[src/rtl/multi_clock_gen_pkg.sv]
// Shared types and constants for the multi_clock_gen divided-clock generator.
package multi_clock_gen_pkg;

  localparam int NUM_CH = 6;
  localparam int CH_W   = 3;
  localparam int DIV_W  = 16;

  typedef logic [DIV_W-1:0] hp_t;

  localparam hp_t               HP_RST_DEF = hp_t'(1);
  localparam logic [NUM_CH-1:0] EN_RST_DEF = 6'b111111;

  typedef struct packed {
    hp_t  hp;
    logic en;
  } ch_cfg_t;

  // A programmed half-period of 0 behaves exactly like 1.
  function automatic hp_t hp_eff(input hp_t hp);
    return (hp == '0) ? hp_t'(1) : hp;
  endfunction

endpackage

[src/rtl/mcg_channel.sv]
// One divided-clock channel: half-period counter, output toggle and a shadow
// config that commits only on a 1->0 output transition (or at once when stopped).
module mcg_channel
  import multi_clock_gen_pkg::*;
#(
  parameter hp_t  HP_RST = hp_t'(1),
  parameter logic EN_RST = 1'b1
) (
  input  logic    clk,
  input  logic    rst_n,
  input  logic    load,
  input  ch_cfg_t cfg,
  output logic    clk_out,
  output logic    busy
`ifdef MULTI_CLOCK_GEN_EDGE_CNT_EN
  , output logic  rise
`endif
);

  hp_t  cnt_q, cnt_d;
  hp_t  hp_q, hp_d;
  hp_t  hp_n_q, hp_n_d;
  logic out_q, out_d;
  logic en_q, en_d;
  logic en_n_q, en_n_d;
  logic pend_q, pend_d;
  logic term, fall, commit;

  always_comb begin
    term   = (cnt_q == (hp_eff(hp_q) - hp_t'(1)));
    fall   = en_q & out_q & term;
    commit = pend_q & (fall | ~en_q);

    cnt_d  = cnt_q;
    out_d  = out_q;
    hp_d   = hp_q;
    en_d   = en_q;
    hp_n_d = hp_n_q;
    en_n_d = en_n_q;
    pend_d = pend_q;

    if (en_q) begin
      if (term) begin
        cnt_d = '0;
        out_d = ~out_q;
      end else begin
        cnt_d = cnt_q + hp_t'(1);
      end
    end else begin
      cnt_d = '0;
      out_d = 1'b0;
    end

    // A request arriving on a boundary cycle waits for the next boundary,
    // because load is only honoured while nothing is pending.
    if (commit) begin
      hp_d   = hp_n_q;
      en_d   = en_n_q;
      pend_d = 1'b0;
    end else if (load) begin
      hp_n_d = cfg.hp;
      en_n_d = cfg.en;
      pend_d = 1'b1;
    end
  end

  always_ff @(posedge clk) begin
    if (!rst_n) begin
      cnt_q  <= '0;
      out_q  <= 1'b0;
      hp_q   <= HP_RST;
      en_q   <= EN_RST;
      pend_q <= 1'b0;
    end else begin
      cnt_q  <= cnt_d;
      out_q  <= out_d;
      hp_q   <= hp_d;
      en_q   <= en_d;
      pend_q <= pend_d;
    end
  end

  always_ff @(posedge clk) begin
    hp_n_q <= hp_n_d;
    en_n_q <= en_n_d;
  end

  assign clk_out = out_q;
  assign busy    = pend_q;

`ifdef MULTI_CLOCK_GEN_EDGE_CNT_EN
  assign rise = ~out_q & out_d;
`endif

endmodule

[src/rtl/multi_clock_gen.sv]
// Programmable NUM_CH-channel divided-clock generator with valid/ready config.
// Define MULTI_CLOCK_GEN_EDGE_CNT_EN to add per-channel rising-edge counters (edge_cnt).
module multi_clock_gen
  import multi_clock_gen_pkg::*;
#(
  parameter hp_t               HP_RST = HP_RST_DEF,
  parameter logic [NUM_CH-1:0] EN_RST = EN_RST_DEF
) (
  input  logic                 clk,
  input  logic                 rst_n,
  input  logic                 cfg_valid,
  output logic                 cfg_ready,
  input  logic [CH_W-1:0]      cfg_ch,
  input  logic [DIV_W-1:0]     cfg_half_period,
  input  logic                 cfg_enable,
  output logic [NUM_CH-1:0]    clk_out,
  output logic [NUM_CH-1:0]    busy
`ifdef MULTI_CLOCK_GEN_EDGE_CNT_EN
  , output logic [NUM_CH*32-1:0] edge_cnt
`endif
);

  ch_cfg_t           cfg_w;
  logic [NUM_CH-1:0] load;

  assign cfg_w = '{hp: cfg_half_period, en: cfg_enable};

  // Out-of-range channel numbers are always ready so the request drains silently.
  always_comb begin
    cfg_ready = 1'b1;
    if (cfg_ch < CH_W'(NUM_CH)) begin
      cfg_ready = ~busy[cfg_ch];
    end
  end

`ifdef MULTI_CLOCK_GEN_EDGE_CNT_EN
  logic [NUM_CH-1:0] rise;
  logic [31:0]       edge_cnt_q [NUM_CH];

  always_ff @(posedge clk) begin
    for (int i = 0; i < NUM_CH; i++) begin
      if (!rst_n) begin
        edge_cnt_q[i] <= '0;
      end else if (rise[i]) begin
        edge_cnt_q[i] <= edge_cnt_q[i] + 32'd1;
      end
    end
  end
`endif

  for (genvar i = 0; i < NUM_CH; i++) begin : g_ch
    assign load[i] = cfg_valid & cfg_ready & (cfg_ch == CH_W'(i));

    mcg_channel #(
      .HP_RST (HP_RST),
      .EN_RST (EN_RST[i])
    ) u_ch (
      .clk     (clk),
      .rst_n   (rst_n),
      .load    (load[i]),
      .cfg     (cfg_w),
      .clk_out (clk_out[i]),
      .busy    (busy[i])
`ifdef MULTI_CLOCK_GEN_EDGE_CNT_EN
      , .rise  (rise[i])
`endif
    );

`ifdef MULTI_CLOCK_GEN_EDGE_CNT_EN
    assign edge_cnt[32*i +: 32] = edge_cnt_q[i];
`endif
  end

endmodule

[config.mk]
export PLATFORM = sky130hd
export DESIGN_NAME = multi_clock_gen
export DESIGN_NICKNAME = d
export VERILOG_FILES = /design/src/rtl/multi_clock_gen_pkg.sv /design/src/rtl/mcg_channel.sv /design/src/rtl/multi_clock_gen.sv
export SDC_FILE = /design/constraint.sdc
export NUM_CORES = 1
export LEC_CHECK = 0
export BUFFER_PORTS_ARGS = -buffer_cell sky130_fd_sc_hd__buf_2
export CAP_MARGIN = 0
export CORE_MARGIN = 5
export CORE_UTILIZATION = 55
export CTS_CLUSTER_SIZE = 8
export DETAILED_ROUTE_END_ITERATION = 6
export GPL_ROUTABILITY_DRIVEN = 0
export PLACE_DENSITY = 0.71
export SYNTH_ARGS = -nofsm -noshare
export SYNTH_HDL_FRONTEND = slang
export SYNTH_SLANG_ARGS = --single-unit
[constraint.sdc]
create_clock -name clk -period 8.2 [get_ports clk]
set_clock_uncertainty 0.1 [all_clocks]
set_input_delay 0 -clock clk [delete_from_list [all_inputs] [get_ports clk]]
set_output_delay 0 -clock clk [all_outputs]
set_load 0.02 [all_outputs]
# Word level (Yosys, flattened, before mapping)
# Index checks and enable logic that the tools add are counted.
word_totals:
  reg_bits: 312
  input_bits: 23
  out_inout_bits: 13
  wordCells: 158
classes:
  addsub: 12
  n_lt_le_gt_ge: 2
  n_eq_ne: 11
  muxes: 9
  n_bitwise: 51
  reduce_logical: 31
ops:
  columns: ["operator", "n"]
  rows:
  - ["adder 16 x 1 -> 16 bit, second input constant", 6]
  - ["equality test 16 bit", 6]
  - ["logical NOT 16 bit", 6]
  - ["two-way mux 16 bit", 6]
  - ["subtractor 16 x 1 -> 16 bit, second input constant", 6]
  - ["bitwise AND 1 bit", 25]
  - ["AND reduction 2 bit", 12]
  - ["inverter 1 bit", 20]
  - ["OR reduction 3 bit", 6]
  - ["OR reduction 2 bit", 6]
  - ["equality test 3 x 2 -> 1 bit, second input constant", 2]
  - ["equality test 3 bit, second input constant", 2]
  - ["OR 1 bit", 6]
  - ["< comparator 3 x 4 -> 1 bit, second input constant", 1]
  - ["binary-select mux 1 bit (select 3 bit)", 1]
  - ["equality test 3 x 1 -> 1 bit, second input constant", 1]
  - ["logical NOT 3 bit", 1]
  - ["< comparator 3 bit, second input constant", 1]
  - ["two-way mux 1 bit", 2]

# Depth between registers and ports, before layout
logic_depth:
  ltp_word: 9
  ltp_mapped: 16
  depth_no_buf: 12

# Cells and area by module
# A second synthesis with hierarchy kept.
hier_totals:
  hier_cells: 1616
  area_unflattened_um2: 15518.6
by_module_without_submodules:
  columns: ["module", "n_inst", "cells_per_inst", "area_each_um2", "seq_area_each_um2"]
  rows:
  - ["mcg_channel (g_ch[0].u_ch ...)", 5, 270, 2576.2, 1211.2]
  - ["mcg_channel (g_ch[5].u_ch)", 1, 251, 2508.7, 1211.2]
  - ["multi_clock_gen", 1, 15, 128.9, 0.0]

# Least setup slack after synthesis
# Ideal clock, no wire load.
synth_path:
  path_type: "register to register"
  startpoint: "register g_ch[5].u_ch.hp_q[3]"
  endpoint: "register g_ch[5].u_ch.hp_q[10]"
  setup_time_ps: 74
  arrival_ps: 3636
  t_required_ps: 8026
  path_slack_ps: 4390
  stages_incl_launch_ff: 16
  path_buffers: 3
  synth_period_minus_slack_ps: 3810
  path_cell_list: "dfxtp_1 clkbuf_1 or4_1 nor3_1 a21oi_1 ha_1 clkbuf_1 o21ba_2 a221oi_1 a41oi_1 nor4_1 o211ai_1 o32ai_2 buf_2 nand3_1 o21ai_0"
synth_between:
  elab_chain_cells: 7
synth_lines:
  columns: ["element", "line_no", "text"]
  rows:
  - ["start: declaration", "mcg_channel.sv:21", "hp_t hp_q, hp_d;"]
  - ["start signal: assignment", "mcg_channel.sv:77", "hp_q <= hp_d;"]
  - ["logical NOT 16 bit", "multi_clock_gen_pkg.sv:20", "return (hp == '0) ? hp_t'(1) : hp;"]
  - ["two-way mux 16 bit (*)", "multi_clock_gen_pkg.sv:20", null]
  - ["subtractor 16 x 1 -> 16 bit (*)", "mcg_channel.sv:30", "term = (cnt_q == (hp_eff(hp_q) - hp_t'(1)));"]
  - ["equality test 16 bit (*)", "mcg_channel.sv:30", null]
  - ["bitwise AND 1 bit (*)", "mcg_channel.sv:31", "fall = en_q & out_q & term;"]
  - ["OR 1 bit (*)", "mcg_channel.sv:32", "commit = pend_q & (fall | ~en_q);"]
  - ["bitwise AND 1 bit (*)", "mcg_channel.sv:32", null]
# Mark *: on every way between the ends. The rest lies on a longest branch, timed or not.
# A chain may end at the register's enable or synchronous reset.

# Worst setup path in the final report
layout_path:
  startpoint: "register g_ch[2].u_ch.hp_q[0]"
  endpoint: "register g_ch[2].u_ch.hp_q[0]"
layout_between:
  elab_chain_cells: 7
layout_lines:
  columns: ["element", "line_no"]
  rows:
  - ["start: declaration", "mcg_channel.sv:21"]
  - ["start signal: assignment", "mcg_channel.sv:77"]
  - ["logical NOT 16 bit", "multi_clock_gen_pkg.sv:20"]
  - ["two-way mux 16 bit (*)", "multi_clock_gen_pkg.sv:20"]
  - ["subtractor 16 x 1 -> 16 bit (*)", "mcg_channel.sv:30"]
  - ["equality test 16 bit (*)", "mcg_channel.sv:30"]
  - ["bitwise AND 1 bit (*)", "mcg_channel.sv:31"]
  - ["OR 1 bit (*)", "mcg_channel.sv:32"]
  - ["bitwise AND 1 bit (*)", "mcg_channel.sv:32"]
# Marks and branches as above.

==> flow_summary_export.csv <==
group,metric,value,unit
pwr,fin_total_pwr,4.22,mW
detailed_routing,drt_wl_total,34900,microns
clock_network,cts_buffers,44,
detailed_routing,detail_route.wl_per_cell,17.1,microns
logic_synthesis,avgSynthCellArea,9.50,sq um
die,dieWidth,177,microns
logic_synthesis,yosysUniqueCellTypes,87,
global_routing,grt_pass1_wl,57200,microns
setup_path,critical_path.max_fanout,33,
flow_run,drv_cap,0,
global_routing,grt.overflow.total,0,
sta,rsz0062_at_grt,"no",
global_routing,use_met3,0.0364,
worst_hold_path,hp-start,"cfg_ch[2]",
finish,multi_input_area,7560,sq um
clock_network,clk_latency,0.54,ns
detailed_routing,vias,12000,
global_routing,met2_usage,0.373,
setup_path,slowest_delay,0.79,ns
setup_path,path_common_cell,"xnor2_1",
detailed_routing,drtAntennaViolNets,0,
logic_synthesis,netlist_area,15400,sq um
logic_synthesis,synthArstFlopShare,0,
detailed_routing,post_drt_via_cell_ratio,5.87,
logic_synthesis,syn-num-nets,1659,
die,die_area,31500,sq um
finish,ff_latch_area,7270,sq um
global_routing,track_usage,0.222,
die,die_h,177,microns
sta,tns,0,ns
global_routing,use_met1,0.297,
setup_path,cp.arrival,4.75,ns
place,port_buffers,35,
global_routing,grt_pass1_vias,11300,
sta,period_needed,4.46,ns
setup_path,slowest_stage,"o41a_1",
detailed_routing,drt-initial-drc-count,1057,
finish,fin_util,0.620,
logic_synthesis,synthFlopType,"dfxtp_1",
setup_path,crit_type,"flop to flop",
sta,hold_violations,0,
clock_network,ctsLongestPathBuffers,3,
finish,num-nets-final,1669,
pwr,p_leak,6.12,nW
clock_network,post_cts_buffers,0,
worst_hold_path,hold_end,"g_ch[5].u_ch.en_n_q",
setup_path,crit_chain,"or4_4, nor4_4, a21oi_1, ha_1, xnor2_1, xnor2_1, a2111oi_0, nand3_1, or3_1, o41a_1, mux2i_1, nand2_1",
finish,insertedDiodeCount,0,
logic_synthesis,synth-seq-area-share,0.471,
worst_hold_path,min_delay_path_depth,4,
sta,fin_crit_sh,0.544,
clock_network,root_buffer,"clkbuf_16",
finish,syn2layout_area_growth,11.4,%
clock_network,cts_max_level,2,
clock_network,cts_tree,"yes",
global_routing,grt_max_degree,101,
pwr,p_per_area,246,nW/um^2
sta,fmax,0.224,GHz
logic_synthesis,ys_ff_latch,312,
logic_synthesis,synth_edf_count,102,
die,io_pins,36,
detailed_routing,firstDrtPassIters,5,
die,rows,61,
setup_path,reg2reg_slack,3.74,ns
finish,drive_gt1_frac,0.100,
clock_network,numClockSinks,312,
global_routing,antenna_found_initial,1,
setup_path,crit_required,8.49,ns
finish,fillers,2294,
logic_synthesis,yosys_warnings,0,
setup_path,end_kind,"flop",
logic_synthesis,synthCells,1624,
worst_hold_path,hold_path_class,"primary input to flop",
setup_path,timing.rr.end,"g_ch[2].u_ch.hp_q[0]",
sta,worst_pin_slew,1.17,ns
global_routing,top_usage_layer,"met2",
die,initial_core_util,0.557,
sta,maxSlewViolCount,0,
setup_path,reg2reg_depth,12,
detailed_routing,drc,0,
setup_path,cp-start-kind,"flop",
setup_path,r2r-start,"g_ch[2].u_ch.hp_q[0]",
die,coreArea,27700,sq um
clock_network,path_clk_slew,0.05,ns
status,status,"finished, final reports clean",
pwr,ir_drop,0.203,mV
place,hpwl,23300,microns
sta,slew_headroom,0.221,
sta,final-setup-viol-count,0,
what timing repair did:
| item | in CTS | in global routing |
|---|---|---|
| hold buffers | 23 | 0 |
| gates resized for setup | 0 | 0 |
| hold endpoints to repair | 148 | 0 |
| setup endpoints to repair | 0 | 0 |
flip-flops by register name (all words and copies together), names as in the netlist:
signal,flops
g_ch.u_ch.busy,6
g_ch.u_ch.cnt_q,96
g_ch.u_ch.clk_out,6
g_ch.u_ch.en_q,6
g_ch.u_ch.en_n_q,6
g_ch.u_ch.hp_n_q,96
g_ch.u_ch.hp_q,96
power breakdown:
| part | internal, mW | switching, mW | leakage [nW] |
|---|---|---|---|
| Sequential | 1.67 | 0.110 | 2.62 |
| Clock | 1.03 | 0.638 | 0.607 |
| Combinational | 0.290 | 0.478 | 2.89 |
| Total | 2.99 | 1.23 | 6.12 |
worst max-delay path by stage:
stage                               from               endpoint  slack [ns]
global route        g_ch[2].u_ch.hp_q[0]   g_ch[2].u_ch.hp_q[0]        3.41
global placement    g_ch[2].u_ch.hp_q[0]   g_ch[2].u_ch.hp_q[0]        3.85
floorplan           g_ch[5].u_ch.hp_q[3]  g_ch[5].u_ch.hp_q[10]        4.39
finish              g_ch[2].u_ch.hp_q[0]   g_ch[2].u_ch.hp_q[0]        3.74
CTS                 g_ch[2].u_ch.hp_q[0]   g_ch[2].u_ch.hp_q[0]        3.72
detailed placement  g_ch[2].u_ch.hp_q[0]   g_ch[2].u_ch.hp_q[0]        3.75
cells in the mapped netlist, types with 27 or more instances:
library cell	n	area [sq um]
a31oi_1	28	175
and3_1	42	263
clkbuf_1	63	236
dfxtp_1	210	4200
edfxtp_1	102	3060
nand2_1	136	510
nand3_1	132	661
nand4_1	40	250
nor2_1	171	642
nor3_1	33	165
nor4_1	27	169
o21ai_0	40	200
o21ai_1	30	150
xnor2_1	104	911
xor2_1	93	815
area by class of cell:
class / count / area share
Multi-Input combinational cell: 1179 / 0.440
Sequential cell: 312 / 0.423
Clock buffer: 74 / 0.0732
Timing Repair Buffer: 70 / 0.0292
Tap cell: 378 / 0.0275
Inverter: 27 / 0.00590
Clock inverter: 1 / 0.000947
per-stage QoR:
step                setup slack [ns]  instances  instance area (sq um)  hold WS [ns]
finish                          3.74       2041                  17200        0.0663
floorplan                       4.39       1624                  15400      -0.00113
global placement                3.85       1943                  15700         0.241
CTS                             3.72       2041                  17200        0.0481
global route                    3.41       2041                  17200        0.0840
detailed placement              3.75       1943                  15700         0.240
layout by cell type, fill, tap and decap left out, types with 12 or more instances in the layout:
cell type	netlist	final
or4_1	15	15
nand3_2	15	15
o211ai_1	21	21
buf_4	17	12
dlygate4sd3_1	0	23
o21ai_1	30	30
xor2_1	93	93
clkbuf_16	0	46
or3_1	14	14
nand4_1	40	40
nor2_1	171	171
nor3b_1	13	12
xnor2_1	104	104
buf_2	17	34
nor4_1	27	26
nand2_1	136	136
and3_1	42	42
nor3_1	33	33
o21ai_2	14	14
nand3_1	132	132
ha_1	12	12
dfxtp_1	210	210
a31oi_1	28	28
inv_1	26	26
mux2i_1	14	14
clkbuf_1	63	28
o21ai_0	40	40
edfxtp_1	102	102
a21oi_1	19	19
cells by family (layout without fill, tap and decap cells):
family,count (synthesis),after routing,synth area share
XOR/XNOR,197,197,0.112
buffers and inverters,133,172,0.0408
multiplexers,18,18,0.0127
flip-flops,312,312,0.471
AND/OR/NAND/NOR,723,723,0.250
adder cells (fa/ha/maj),12,12,0.00974
AO/OA/AOI/OAI,229,229,0.103
critical path: cells and delay by family, from the launching register on:
family | cells | cell delay [ns]
mux | 1 | 0.30
fa+ha+maj | 1 | 0.27
simple gates | 5 | 1.65
flops | 1 | 0.35
xor+xnor | 2 | 0.27
compound gates | 3 | 1.37
metal layers:
layer  share of wire  wire [microns]
met3           0.052            1830
met4           0.022             780
met5               0               0
met2            0.48           16900
met1            0.44           15400
(Power assumes the default switching activity.)
